$ cat src/rtl/fp_norm24.sv
// Post-add normalizer: 2-stage pipeline turning a raw 25-bit adder sum into a normalized 24-bit mantissa.
// Optional gradual underflow (denormal output) is enabled with `define FP_NORM_DENORM_EN.
module fp_norm24 (
    input  logic        clk,
    input  logic        rst,
    input  logic        in_valid,
    output logic        in_ready,
    input  logic        in_sign,
    input  logic [7:0]  in_exp,
    input  logic [24:0] in_mant,
    output logic        out_valid,
    input  logic        out_ready,
    output logic        out_sign,
    output logic [7:0]  out_exp,
    output logic [23:0] out_mant,
    output logic        out_zero,
    output logic        out_ovf,
    output logic        out_unf
);

    // Handshake: a transfer happens on a rising edge where valid & ready are both high;
    // valid never depends on ready, and a stalled output holds every data bit stable.

    function automatic logic [4:0] lzc24(input logic [23:0] v);
        logic [4:0] n;
        n = 5'd24;
        for (int i = 0; i < 24; i++) begin
            if (v[i]) n = 5'(23 - i);
        end
        return n;
    endfunction

    // Stage 1 registers
    logic        s1_valid_q;
    logic        s1_sign_q;
    logic [7:0]  s1_exp_q;
    logic [23:0] s1_mant_q;
    logic        s1_carry_q;
    logic        s1_mz_q;
    logic [4:0]  s1_lz_q;

    logic        s1_carry_d;
    logic        s1_mz_d;
    logic [4:0]  s1_lz_d;

    // Stage 2 (output) registers
    logic        out_valid_q;
    logic        out_sign_q;
    logic [7:0]  out_exp_q;
    logic [23:0] out_mant_q;
    logic        out_zero_q;
    logic        out_ovf_q;
    logic        out_unf_q;

    logic [7:0]  out_exp_d;
    logic [23:0] out_mant_d;
    logic        out_zero_d;
    logic        out_ovf_d;
    logic        out_unf_d;

    logic        s2_adv;
    logic        s1_adv;
    logic [8:0]  exp9;
    logic [8:0]  lz9;
`ifdef FP_NORM_DENORM_EN
    logic [8:0]  sh9;
`endif

    assign s2_adv   = !out_valid_q || out_ready;
    assign s1_adv   = s2_adv || !s1_valid_q;
    assign in_ready = s1_adv;

    assign s1_carry_d = in_mant[24];
    assign s1_mz_d    = (in_mant == 25'd0);
    assign s1_lz_d    = lzc24(in_mant[23:0]);

    assign exp9 = {1'b0, s1_exp_q};
    assign lz9  = {4'd0, s1_lz_q};
`ifdef FP_NORM_DENORM_EN
    assign sh9  = (exp9 == 9'd0) ? 9'd0 : exp9 - 9'd1;
`endif

    always_comb begin
        out_exp_d  = 8'd0;
        out_mant_d = 24'd0;
        out_zero_d = 1'b0;
        out_ovf_d  = 1'b0;
        out_unf_d  = 1'b0;
        if (s1_mz_q) begin
            out_zero_d = 1'b1;
        end else if (s1_carry_q && (s1_exp_q == 8'hFE)) begin
            out_exp_d = 8'hFF;
            out_ovf_d = 1'b1;
        end else if (s1_carry_q) begin
            out_mant_d = {1'b1, s1_mant_q[23:1]};
            out_exp_d  = 8'(exp9 + 9'd1);
        end else if (exp9 > lz9) begin
            out_mant_d = s1_mant_q << s1_lz_q;
            out_exp_d  = 8'(exp9 - lz9);
        end else begin
            out_unf_d = 1'b1;
`ifdef FP_NORM_DENORM_EN
            // in_exp <= lz here, so shifting by in_exp-1 never pushes a set bit out
            out_mant_d = s1_mant_q << sh9;
`else
            out_zero_d = 1'b1;
`endif
        end
    end

    always_ff @(posedge clk or posedge rst) begin
        if (rst) begin
            s1_valid_q <= 1'b0;
            s1_sign_q  <= 1'b0;
            s1_exp_q   <= 8'd0;
            s1_mant_q  <= 24'd0;
            s1_carry_q <= 1'b0;
            s1_mz_q    <= 1'b0;
            s1_lz_q    <= 5'd0;
        end else if (s1_adv) begin
            s1_valid_q <= in_valid;
            if (in_valid) begin
                s1_sign_q  <= in_sign;
                s1_exp_q   <= in_exp;
                s1_mant_q  <= in_mant[23:0];
                s1_carry_q <= s1_carry_d;
                s1_mz_q    <= s1_mz_d;
                s1_lz_q    <= s1_lz_d;
            end
        end
    end

    always_ff @(posedge clk or posedge rst) begin
        if (rst) begin
            out_valid_q <= 1'b0;
            out_sign_q  <= 1'b0;
            out_exp_q   <= 8'd0;
            out_mant_q  <= 24'd0;
            out_zero_q  <= 1'b0;
            out_ovf_q   <= 1'b0;
            out_unf_q   <= 1'b0;
        end else if (s2_adv) begin
            out_valid_q <= s1_valid_q;
            if (s1_valid_q) begin
                out_sign_q <= s1_sign_q;
                out_exp_q  <= out_exp_d;
                out_mant_q <= out_mant_d;
                out_zero_q <= out_zero_d;
                out_ovf_q  <= out_ovf_d;
                out_unf_q  <= out_unf_d;
            end
        end
    end

    assign out_valid = out_valid_q;
    assign out_sign  = out_sign_q;
    assign out_exp   = out_exp_q;
    assign out_mant  = out_mant_q;
    assign out_zero  = out_zero_q;
    assign out_ovf   = out_ovf_q;
    assign out_unf   = out_unf_q;

endmodule

$ cat config.mk
export PLATFORM = sky130hd
export DESIGN_NAME = fp_norm24
export DESIGN_NICKNAME = d
export VERILOG_FILES = /design/src/rtl/fp_norm24.sv
export SDC_FILE = /design/constraint.sdc
export NUM_CORES = 1
export LEC_CHECK = 0
export ABC_AREA = 0
export CAP_MARGIN = 10
export CORE_MARGIN = 2
export CORE_UTILIZATION = 50
export CTS_CLUSTER_SIZE = 8
export DETAILED_ROUTE_END_ITERATION = 10
export PLACE_DENSITY_LB_ADDON = 0.15
export SLEW_MARGIN = 20
export SYNTH_ARGS = -nofsm -noshare
export SYNTH_HDL_FRONTEND = slang
export SYNTH_SLANG_ARGS = --single-unit
$ cat constraint.sdc
create_clock -name clk -period 2.3 [get_ports clk]
set_input_delay 0.46 -clock clk [delete_from_list [all_inputs] [get_ports clk]]
set_output_delay 0.46 -clock clk [all_outputs]
set_load 0.02 [all_outputs]
==> flow_metrics.env <==
export IMPL_first_iter_violations=339
export IMPL_core_sq_um=9820
export IMPL_start_kind="register"
export IMPL_diodes=0
export IMPL_dp_final_hpwl_microns=10600
export IMPL_antenna_found_initial=0
export IMPL_io_pin_count=76
export IMPL_vias_per_cell=6.22
export IMPL_place_area_sq_um=6130
export IMPL_first_global_vias=4406
export IMPL_seqCellArea_sq_um=1950
export IMPL_start_util=0.519
export IMPL_grt_max_degree=79
export IMPL_layout_drive_gt1_share=0.210
export IMPL_synth_main_ff_cell="dfrtp_1"
export IMPL_seq_area_frac_synth=0.383
export IMPL_holdCritPathClass="reg2reg"
export IMPL_grt_pass1_wl_microns=23300
export IMPL_reg2reg_setup_slack_ns=0.04
export IMPL_finalCriticalPeriod_ns=2.26
export IMPL_end_kind="register"
export IMPL_syn_area_per_cell_sq_um=10.1
export IMPL_worstMarginPinSlew_ns=0.641
export IMPL_nFillCells=878
export IMPL_status="complete, no violations"
export IMPL_cts_hold_buf=0
export IMPL_htreeDepth=3
export IMPL_antenna_left=0
export IMPL_syn_nets=551
export IMPL_syn_cell_area_sq_um=5100
export IMPL_fin_ws_ns=0.0448
export IMPL_ir_drop_mv=0.421
export IMPL_async_reset_ff_frac=1.00
export IMPL_io_buffers=75
export IMPL_crit_family="compound AO/OA/AOI/OAI gates"
export IMPL_top_layer="met4"
export IMPL_whs_ns=0.476
export IMPL_clk_insertion_delay_late_ns=0.36
export IMPL_stdcell_count=733
export IMPL_row_count=36
export IMPL_multi_input_area_sq_um=2920
export IMPL_placedCellCount=713
export IMPL_fin_skew_ns=0.0205
export IMPL_critPathRequiredTime_ns=2.52
export IMPL_cts_made_buffers=9
export IMPL_wl_met2_microns=6390
export IMPL_final_area_sq_um=6380
export IMPL_syn_inst=505
export IMPL_pwr_density_cell_nw_per_um2=844
export IMPL_final_util=0.650
export IMPL_grt_overflow=0
export IMPL_clkTransAtPathRegs_ns=0.10
export IMPL_critical_path_buf_inv_count=3
export IMPL_place_gp_congestion=0.948
export IMPL_cts_tree="done"
export IMPL_pre_cts_slack_ns=-0.0365
export IMPL_synth_edf_count=0
export IMPL_die_w_microns=105
export IMPL_hold_viol=0
export IMPL_max_slew_margin=0.572
export IMPL_via_count=4558
export IMPL_max_stage_delay_ns=0.40
export IMPL_yosys_warnings=0
export IMPL_chipHeight_microns=105
export IMPL_cp_cell_sequence="inv_2 -> ha_1 -> inv_1 -> fa_2 -> a211oi_2 -> o21bai_2 -> a31oi_4 -> buf_6 -> nand4b_1 -> o21ai_1"
export IMPL_drt_met1_wl_microns=6700
export IMPL_fin_crit_sh=0.981
export IMPL_p_leak_nw=2.63
export IMPL_synth_seq_cells=78
export IMPL_cts_root_buf="clkbuf_8"
export IMPL_wl_per_cell_microns=19.7
export IMPL_worstPathArrival_ns=2.48
export IMPL_track_usage=0.265
export IMPL_wl_met3_microns=940
export IMPL_dieArea_sq_um=11000
export IMPL_setup_viol=0
export IMPL_area_growth_pct=25.2
export IMPL_maxCapViolations=0
export IMPL_post_route_drc_count=0
export IMPL_critPathMaxFanout=4
export IMPL_routed_wl_microns=14400
export IMPL_fmax_mhz=443
export IMPL_cp_slowest_cell="dfrtp_1"
export IMPL_drt_pass1_iterations=5
export IMPL_nets=641
export IMPL_crit_type="reg2reg"
export IMPL_ctsLongestPathBuffers=2
export IMPL_rsz0062_at_grt="yes"
export IMPL_clock_sinks=78
export IMPL_slew_viol_final=0
export IMPL_synth_cell_types=76
-- per-stage QoR --
stage                     total power [mW]  setup TNS [ns]
after detailed placement              4.27         -0.0410
after global placement                4.21               0
after floorplan                       3.33               0
after global routing                  5.68          -0.128
final                                 5.38               0
after CTS                             5.35               0
-- path summary, 6_finish.rpt --
check | from | to | cells past startpoint
max | s1_exp_q[0] | out_mant[2] | 10
min | s1_sign_q | out_sign | 2
max reg2reg | s1_exp_q[0] | out_mant[2] | 10
min reg2reg | s1_sign_q | out_sign | 2
max in group asynchronous | rst | out_mant[12] | 3
min in group asynchronous | rst | s1_exp_q[6] | 3
-- Yosys cell counts, types with 3 or more instances --
cell type	n	area (sq um)
dfrtp_1	78	1950
mux2_2	24	270
buf_6	3	33.8
buf_2	13	65.1
o41ai_1	3	26.3
inv_1	14	52.6
nor4_1	6	37.5
buf_4	4	30.0
nand2b_1	9	56.3
o221ai_1	6	52.6
o211ai_1	3	22.5
a22o_1	7	61.3
o22ai_1	5	31.3
o21ai_1	9	45.0
mux2i_1	14	140
a211oi_1	4	30.0
nand2_1	68	255
a2bb2oi_1	4	35.0
o21ai_0	22	110
ha_1	7	87.6
mux2_1	4	45.0
a21oi_1	25	125
and3_1	4	25.0
inv_2	3	11.3
o31ai_1	4	30.0
o31ai_2	8	100
o2111ai_1	3	26.3
a22oi_1	19	143
clkbuf_1	10	37.5
mux4_2	16	360
nor2_1	30	113
nor3_1	10	50.1
nand3_1	6	30.0
xnor2_1	5	43.8
-- routing by layer --
| metal | GRT usage | vias up |
|---|---|---|
| met5 | 0 | - |
| met4 | 0.0829 | 0 |
| met3 | 0.0268 | 26 |
| met2 | 0.394 | 194 |
| met1 | 0.405 | 2245 |
| li1 | - | 2093 |
-- logic make-up (layout without fill, tap and decap cells) --
group | Yosys count | in the layout | share of synthesized area
and+or+nand+nor | 152 | 153 | 0.140
AOI/OAI and AO/OA | 148 | 148 | 0.219
DFF | 78 | 78 | 0.383
muxes | 62 | 62 | 0.176
buffers and inverters | 50 | 144 | 0.0496
adders and majority gates | 8 | 8 | 0.0211
xor gates and xnor gates | 7 | 7 | 0.0120
-- layout make-up --
class                           count  area share
Multi-Input combinational cell    378       0.457
Sequential cell                    78       0.306
Timing Repair Buffer              110       0.167
Tap cell                          133      0.0261
Clock buffer                        9      0.0194
Clock inverter                      7      0.0122
Inverter                           18      0.0118
-- power breakdown --
group / switching [mW] / total, mW / leakage (nW) / internal, mW
clock network: 0.558 / 1.07 / 0.106 / 0.517
registers: 0.311 / 1.98 / 0.957 / 1.67
logic: 1.16 / 2.33 / 1.57 / 1.17
total: 2.03 / 5.38 / 2.63 / 3.36
-- worst register-to-register path, cell delays in order (launching register included) --
cell and delay, ns:
dfrtp_1 0.40, inv_2 0.08, ha_1 0.15, inv_1 0.05
fa_2 0.36, a211oi_2 0.22, o21bai_2 0.13, a31oi_4 0.24
buf_6 0.15, nand4b_1 0.23, o21ai_1 0.12
-- sequential cells by signal, summed over array words and instances, names as in the netlist --
name and cells:
out_mant 24, s1_mant_q 24, out_exp 8, s1_exp_q 8, s1_lz_q 5, out_ovf 1, out_sign 1, out_unf 1
out_valid 1, out_zero 1, s1_carry_q 1, s1_mz_q 1, s1_sign_q 1, s1_valid_q 1
-- cells in the final DEF (no fill, tap or decap), drive strengths merged, types with 6 or more instances in the layout --
| master | instances |
|---|---|
| inv | 20 |
| a21oi | 27 |
| clkdlybuf4s50 | 75 |
| a211oi | 6 |
| mux4 | 17 |
| a22o | 7 |
| nand2 | 68 |
| nand3 | 6 |
| buf | 35 |
| ha | 7 |
| o21ai | 31 |
| dfrtp | 78 |
| o221ai | 6 |
| o31ai | 12 |
| mux2i | 15 |
| nor2 | 30 |
| a22oi | 19 |
| clkbuf | 9 |
| nor4 | 6 |
| nand2b | 9 |
| nor3 | 12 |
| mux2 | 30 |
-- timing repair --
item | CTS | global route
resized for setup | 1 | 6
pin swaps | 0 | 2
gates cloned | 0 | 1
setup buffers | 0 | 3
endpoints found under the setup margin | 1 | 26
Note: power is estimated with default switching activity, not from simulation.
